--- src/rtl/mux_pipe_pkg.sv ---
// Shared limits and select helpers for the operand-select pipeline register.
package mux_pipe_pkg;

    localparam int MAX_NUM_IN = 16;

    function automatic int sel_width(input int n);
        return $clog2(n);
    endfunction

    function automatic logic sel_in_range(input int unsigned sel, input int unsigned n);
        return (sel < n);
    endfunction

endpackage

--- src/rtl/mux_sel.sv ---
// Combinational NUM_IN:1 word selector; out-of-range select yields zero.
// Latency: none (pure combinational); no flow control of its own.
module mux_sel
    import mux_pipe_pkg::*;
#(
    parameter int WIDTH  = 32,
    parameter int NUM_IN = 4,
    parameter int SEL_W  = sel_width(NUM_IN)
) (
    input  logic [NUM_IN*WIDTH-1:0] in_data,
    input  logic [SEL_W-1:0]        sel,
    output logic [WIDTH-1:0]        sel_word
);

    // Decode by comparison so unused select codes fall through to zero.
    always_comb begin
        sel_word = '0;
        for (int k = 0; k < NUM_IN; k++) begin
            if (sel == SEL_W'(k)) begin
                sel_word = in_data[k*WIDTH +: WIDTH];
            end
        end
    end

endmodule

--- src/rtl/mux_pipe_reg.sv ---
// N:1 operand mux into a registered valid/ready output stage with a 1-deep skid; 1-cycle latency.
// Backpressure: in_ready = !skid_valid (registered); flush squashes both entries. MUX_PIPE_SELERR_EN adds sel_err.
module mux_pipe_reg
    import mux_pipe_pkg::*;
#(
    parameter int WIDTH  = 32,
    parameter int NUM_IN = 4,
    parameter int SEL_W  = sel_width(NUM_IN)
) (
    input  logic                    clk,
    input  logic                    rst_n,
    input  logic [NUM_IN*WIDTH-1:0] in_data,
    input  logic [SEL_W-1:0]        sel,
    input  logic                    in_valid,
    output logic                    in_ready,
    input  logic                    flush,
    output logic [WIDTH-1:0]        out_data,
    output logic                    out_valid,
    input  logic                    out_ready
`ifdef MUX_PIPE_SELERR_EN
    ,
    output logic                    sel_err
`endif
);

    logic [WIDTH-1:0] sel_word;
    logic [WIDTH-1:0] skid_data;
    logic             skid_valid;
    logic             acc;
    logic             drn;

    mux_sel #(
        .WIDTH  (WIDTH),
        .NUM_IN (NUM_IN),
        .SEL_W  (SEL_W)
    ) u_mux_sel (
        .in_data  (in_data),
        .sel      (sel),
        .sel_word (sel_word)
    );

    assign in_ready = !skid_valid;
    assign acc      = in_valid & in_ready & !flush;
    assign drn      = out_valid & out_ready;

    // Branch order matters: a full skid must drain before any new word is taken.
    always_ff @(posedge clk or negedge rst_n) begin
        if (!rst_n) begin
            out_valid  <= 1'b0;
            out_data   <= '0;
            skid_valid <= 1'b0;
            skid_data  <= '0;
        end else if (flush) begin
            out_valid  <= 1'b0;
            skid_valid <= 1'b0;
        end else if (skid_valid && drn) begin
            out_data   <= skid_data;
            skid_valid <= 1'b0;
        end else if (acc && (!out_valid || drn)) begin
            out_data  <= sel_word;
            out_valid <= 1'b1;
        end else if (acc && out_valid && !out_ready) begin
            skid_data  <= sel_word;
            skid_valid <= 1'b1;
        end else if (drn) begin
            out_valid <= 1'b0;
        end
    end

`ifdef MUX_PIPE_SELERR_EN
    logic bad_sel;
    assign bad_sel = acc && !sel_in_range(32'(sel), NUM_IN);

    // Sticky until reset; flush deliberately leaves it alone.
    always_ff @(posedge clk or negedge rst_n) begin
        if (!rst_n) begin
            sel_err <= 1'b0;
        end else if (bad_sel) begin
            sel_err <= 1'b1;
        end
    end

    sel_range_chk: assert property (@(posedge clk) disable iff (!rst_n) !bad_sel);
`endif

endmodule
--- config.mk ---
export PLATFORM = sky130hd
export DESIGN_NAME = mux_pipe_reg
export DESIGN_NICKNAME = d
export VERILOG_FILES = /design/src/rtl/mux_pipe_pkg.sv /design/src/rtl/mux_sel.sv /design/src/rtl/mux_pipe_reg.sv
export SDC_FILE = /design/constraint.sdc
export NUM_CORES = 1
export LEC_CHECK = 0
export ABC_AREA = 1
export CORE_MARGIN = 3
export CORE_UTILIZATION = 46
export DETAILED_ROUTE_END_ITERATION = 8
export HOLD_SLACK_MARGIN = 0.1
export PLACE_DENSITY = 0.89
export SYNTH_ARGS = -nofsm -noshare
export SYNTH_HDL_FRONTEND = slang
export SYNTH_SLANG_ARGS = --single-unit
export TNS_END_PERCENT = 100
--- constraint.sdc ---
create_clock -name clk -period 2.15 [get_ports clk]
set_input_delay 0.43 -clock clk [delete_from_list [all_inputs] [get_ports clk]]
set_output_delay 0.43 -clock clk [all_outputs]
set_load 0.005 [all_outputs]
# Yosys cells after proc, flatten, opt, wreduce, memory -nomap -nowiden
# Index checks and enable logic that the tools add are counted.
[classes]
n_reduce_logical = 17
n_mux = 15
bitwise_logic = 6
n_eq_ne = 6
[op_table]
columns = ["op", "n"]
rows = [
  ["two-way mux 32 bit", 6],
  ["two-way mux 1 bit", 9],
  ["inequality test 3 bit (second input constant)", 2],
  ["nonzero test 3 bit", 2],
  ["equality test 2 bit (second input constant)", 2],
  ["logical AND 1 bit", 4],
  ["zero test 1 bit", 4],
  ["AND reduction 2 bit", 2],
  ["AND reduction 4 bit", 1],
  ["AND 1 bit", 3],
  ["inverter 1 bit", 3],
  ["AND reduction 3 bit", 1],
  ["equality test 2 x 1 -> 1 bit (second input constant)", 1],
  ["zero test 2 bit", 1],
  ["inequality test 2 bit (second input constant)", 1],
  ["nonzero test 2 bit", 1],
  ["logical OR 1 bit", 1],
]
[totals]
wordCells = 48
ff_bits = 66

# Logic depth before layout (Yosys ltp)
[logic_depth]
word_depth = 9
ltp_mapped = 9
mapped_depth_nobuf = 7

# Modules after synthesis
# A second synthesis with hierarchy kept.
[hier_totals]
cells_unflattened = 587
area_unflattened_um2 = 4257.8
[modules_own_cells]
columns = ["mod", "instances", "cells_each", "area_each_um2", "seq_area_each_um2"]
rows = [
  ["mux_pipe_reg", 1, 401, 3289.4, 1651.6],
  ["mux_sel", 1, 186, 968.4, 0.0],
]

# Worst setup path before layout
# Ideal clock, no wire load.
[synth_timing]
path_type = "input to register"
from = "in sel[1]"
to = "reg out_data[15]"
arrival_ns = 1.284
path_buffers = 2
slack_ns = 0.800
path_stages = 9
path_cell_list = "buf_2 -> inv_2 -> clkbuf_1 -> nand3_1 -> nand3_1 -> nand2_1 -> nand2_1 -> nand2_1 -> nand2_1"
[synth_via]
elab_chain_len = 7
word_cells_on_any_way = 10
cone_classes = "3 x eq/ne; 6 x mux; 1 x reduce/logical"
[synth_lines]
columns = ["item", "line", "source"]
rows = [
  ["from (decl)", "mux_pipe_reg.sv:13", "input logic [SEL_W-1:0] sel,"],
  ["zero test 2 bit", "mux_sel.sv:19", "if (sel == SEL_W'(k)) begin"],
  ["two-way mux 32 bit (3 in series)", "mux_sel.sv:19", ""],
  ["two-way mux 32 bit (*)", "mux_sel.sv:19", ""],
  ["two-way mux 32 bit (*)", "mux_pipe_reg.sv:59", "end else if (acc && (!out_valid || drn)) begin"],
  ["two-way mux 32 bit (*)", "mux_pipe_reg.sv:56", "end else if (skid_valid && drn) begin"],
  ["to (signal assigned)", "mux_pipe_reg.sv:57", "out_data <= skid_data;"],
  ["to (signal assigned)", "mux_pipe_reg.sv:60", "out_data <= sel_word;"],
  ["to (decl)", "mux_pipe_reg.sv:17", "output logic [WIDTH-1:0] out_data,"],
]
# Mark *: on every way between the ends. The rest lies on a longest branch, timed or not. The select of a mux whose other input is x is not followed.
# A chain may end at the register's enable or synchronous reset.

# Worst setup path after layout
[layout_timing]
from = "reg skid_valid"
to = "out in_ready"
[layout_via]
elab_chain_len = 1
[layout_lines]
columns = ["item", "line", "source"]
rows = [
  ["from (decl)", "mux_pipe_reg.sv:28", "logic skid_valid;"],
  ["from (signal assigned)", "mux_pipe_reg.sv:51", "skid_valid <= 1'b0;"],
  ["from (signal assigned)", "mux_pipe_reg.sv:55", "skid_valid <= 1'b0;"],
  ["from (signal assigned)", "mux_pipe_reg.sv:58", "skid_valid <= 1'b0;"],
  ["zero test 1 bit", "mux_pipe_reg.sv:42", "assign in_ready = !skid_valid;"],
  ["to (decl)", "mux_pipe_reg.sv:15", "output logic in_ready,"],
]
# No other way between the ends.

==> run summary <==
CLOCKING
-----------------------------------------------------------------------------------------------
Number of resized instances in the post-cts repair step ..........................            0
CTS tree .........................................................................          yes
Clock Sinks ......................................................................           66
Clock latency on the worst-skew pair .............................................      0.34 ns
H-Tree Level Count ...............................................................            3
Root buffer selected by CTS ...................................................... sky130_fd_sc_hd__clkbuf_8
Clock buffer depth ...............................................................            2
Clock buffers created by TritonCTS ...............................................            9
Clock input transition at the sequential cells of the worst setup and hold paths .      0.07 ns

DIE
-----------------------------------------------------------------------------------------------
Total number of placement rows ...................................................           32
DIE WIDTH ........................................................................     97.92 um
Die height .......................................................................     97.92 um
Effective utilization at floorplan ...............................................       48.78%
Area inside the core boundary ....................................................    7968 um^2
Full die area ....................................................................    9587 um^2
Number of top-level pins .........................................................          169

PLACE
-----------------------------------------------------------------------------------------------
Detailed placement HPWL ..........................................................      9459 um
IO Port Bufs .....................................................................          168
Worst-case setup slack after placement ...........................................    0.1633 ns
RePlAce Congestion ...............................................................       0.8450

ROUTING
-----------------------------------------------------------------------------------------------
Detailed Route WL ................................................................    13,450 um
Iter 0 DRT Violations ............................................................          197
First-pass DRT Iterations ........................................................            5
Antenna violation net count after detailed routing ...............................            0
Residual DRC .....................................................................            0
Routed via count divided by cell count ...........................................        5.406
Detailed-route wire length per cell ..............................................     16.15 um
Via count ........................................................................        4,503

FLOW RUN
-----------------------------------------------------------------------------------------------
Maximum Capacitance Violations ...................................................            0

WORST SETUP PATH
-----------------------------------------------------------------------------------------------
Critical path peak fanout ........................................................            5
Arrival time reported for the critical path endpoint .............................      1.35 ns
Crit. End Element ................................................................   output pin
CP Data Required Time ............................................................      1.72 ns
CP max-delay cell ................................................................ sky130_fd_sc_hd__clkdlybuf4s50_1
CP max stage delay ...............................................................      0.49 ns
Cell depth of the worst flop-to-flop path ........................................            6
Cell family with most CP delay ................................................... buffers and inverters
Worst setup SP type ..............................................................     register
Endpoint of the worst-slack reg-to-reg timing path ...............................  out_data[4]
R2R Path Start ...................................................................    out_valid
WP depth .........................................................................            2
Type of the setup path with the least slack ......................................   reg -> out
Worst Path Buf+Inv ...............................................................            2
Cells traversed along the worst timing path ...................................... inv_1, clkdlybuf4s50_1
Setup slack of the most critical reg-to-reg path .................................      0.71 ns

GLOBAL ROUTE
-----------------------------------------------------------------------------------------------
GRT Residual Overflow ............................................................            0
Number of antenna violations at the first check in global routing ................            0
Global-route wire length before repair ...........................................    21,580 um
Maximum number of pins on one net before global-route repair .....................           67
All-Layer GR Usage ...............................................................       27.69%
Vias in the first global route ...................................................        4,545

TIMING
-----------------------------------------------------------------------------------------------
Total Neg Setup Slack ............................................................         0 ns
Slack of the critical path .......................................................    0.3665 ns
Unrepaired setup endpoints after global routing ..................................           no
Maximum frequency from static timing analysis ....................................    560.7 MHz
Pin slew with the least headroom to its limit ....................................    0.5795 ns
Slew Limit Fails .................................................................            0
Total count of hold-check failures in the final report ...........................            0
Count of endpoints failing setup in the final report .............................            0
Ratio of final minimum period to clock period ....................................       82.95%
Slew headroom ....................................................................       61.31%
Worst Clk Skew ...................................................................  0.009603 ns
Post-layout min period ...........................................................     1.784 ns

SYNTH
-----------------------------------------------------------------------------------------------
Proportion of netlist area held by the largest area contributor ..................       42.50%
Seq/Total Area, Yosys ............................................................       42.50%
Number of instances in the synthesized netlist ...................................          575
Synth Warn # .....................................................................            0
Distinct cells, synth ............................................................           19
Main area contributors after synthesis ........................................... sky130_fd_sc_hd__dfrtp_1 42%, sky130_fd_sc_hd__nand2_1 22%, sky130_fd_sc_hd__nand3_1 8.4%
Number of storage elements in the synthesis netlist ..............................           66
Cell type contributing the most total cell area after synthesis .................. sky130_fd_sc_hd__dfrtp_1
Nets in the synthesized netlist ..................................................          710
Synthesized cell area ............................................................    3886 um^2
Post-synthesis average cell area .................................................   6.759 um^2

STATUS
-----------------------------------------------------------------------------------------------
Status ........................................................................... finished, final reports clean

FINISH
-----------------------------------------------------------------------------------------------
Antenna diode count ..............................................................            0
Area added between synthesis and finish ..........................................       52.38%
Nets@finish ......................................................................          861
Proportion of layout cells with a drive suffix above 1 ...........................       5.335%

POWER
-----------------------------------------------------------------------------------------------
VDD IR-drop max ..................................................................    0.3866 mV
Power density of the placed cells ................................................ 704.3 nW/um^2
Total leakage power ..............................................................  0.002828 uW

HOLD PATH
-----------------------------------------------------------------------------------------------
Hold Path Depth ..................................................................            2
Class of the worst hold path .....................................................   reg -> reg
Worst Min Path Start ............................................................. out_data[12]
Worst Hold Path EP ............................................................... out_data[12]

cell usage after synthesis (all sizes together):
cell / count
nand2: 229
o21ai: 64
or2: 32
nor2: 34
o211ai: 1
buf: 22
nand3: 66
clkbuf: 20
a21oi: 33
dfrtp: 66
inv: 6
nand4: 2
worst max path at each step:
stage,start,endpoint,slack [ns]
2_1_floorplan,sel[1],out_data[15],0.80
3_3_place_gp,out_ready,out_data[24],0.25
3_5_place_dp,sel[1],out_data[25],0.16
4_1_cts,skid_valid,in_ready,0.36
5_1_grt,skid_valid,in_ready,0.33
6_report,skid_valid,in_ready,0.37
report_power, final:
part | internal [uW] | switching, uW
combinational | 644 | 496
sequential | 1530 | 174
clock | 835 | 490
through the flow:
step | util [%] | hold slack, ns | total power (uW) | area [um^2] | std cells
3_3_place_gp | 71.03 | 0.4603 | 2795 | 5659 | 816
6_report | 74.32 | 0.4801 | 4171 | 5922 | 833
3_5_place_dp | 71.03 | 0.4645 | 2856 | 5659 | 816
2_1_floorplan | - | 0.1344 | 2159 | 3886 | 575
4_1_cts | 74.32 | 0.4832 | 4177 | 5922 | 833
5_1_grt | 74.32 | 0.5167 | 4377 | 5922 | 833
placed cells by master (no fill, tap or decap), drive strengths merged, types with 12 or more instances in the layout:
cell type,count
a21oi,33
clkbuf,12
nor2,34
clkdlybuf4s50,166
dfrtp,66
nand2,229
o21ai,64
buf,15
nand3,66
or2,32
cells by family after synthesis:
logic type             share of synthesized area [%]
AND/OR/NAND/NOR                                39.63
AO/OA/AOI/OAI                                  12.69
flip-flops                                     42.50
buffers and inverters                          5.184
worst register-to-register path, cell delays in order, from the launching register on:
cell                      delay [ns]
sky130_fd_sc_hd__dfrtp_1        0.45
sky130_fd_sc_hd__nand2_1        0.11
sky130_fd_sc_hd__nand3_2        0.09
sky130_fd_sc_hd__nand2_1        0.06
sky130_fd_sc_hd__inv_2          0.43
sky130_fd_sc_hd__nand2_1        0.14
sky130_fd_sc_hd__nand2_1        0.10
cell type report:
class                      instances  area, um^2
fill                             590        2046
multi-input combinational        461        2038
timing repair buffer             182        1829
sequential                        66        1652
clock buffer                      12       155.1
tap                              102       127.6
clock inverter                     4       97.59
inverter                           6       22.52
flip-flops by register name, indices dropped and copies added, names as in the netlist:
register and cells:
out_valid 1, skid_data 32, out_data 32, skid_valid 1
per-layer routing:
layer,GRT usage (%),vias to the layer above,wire length (um)
li1,-,2161,-
met2,47.64,196,6888
met4,12.14,0,400
met5,0,-,0
met3,6.429,31,1075
met1,33.01,2115,5086
what timing repair did:
item,CTS,global route
setup buffers,0,0
hold endpoints to repair,1,0
hold buffers,1,0
(Power assumes the default switching activity.)
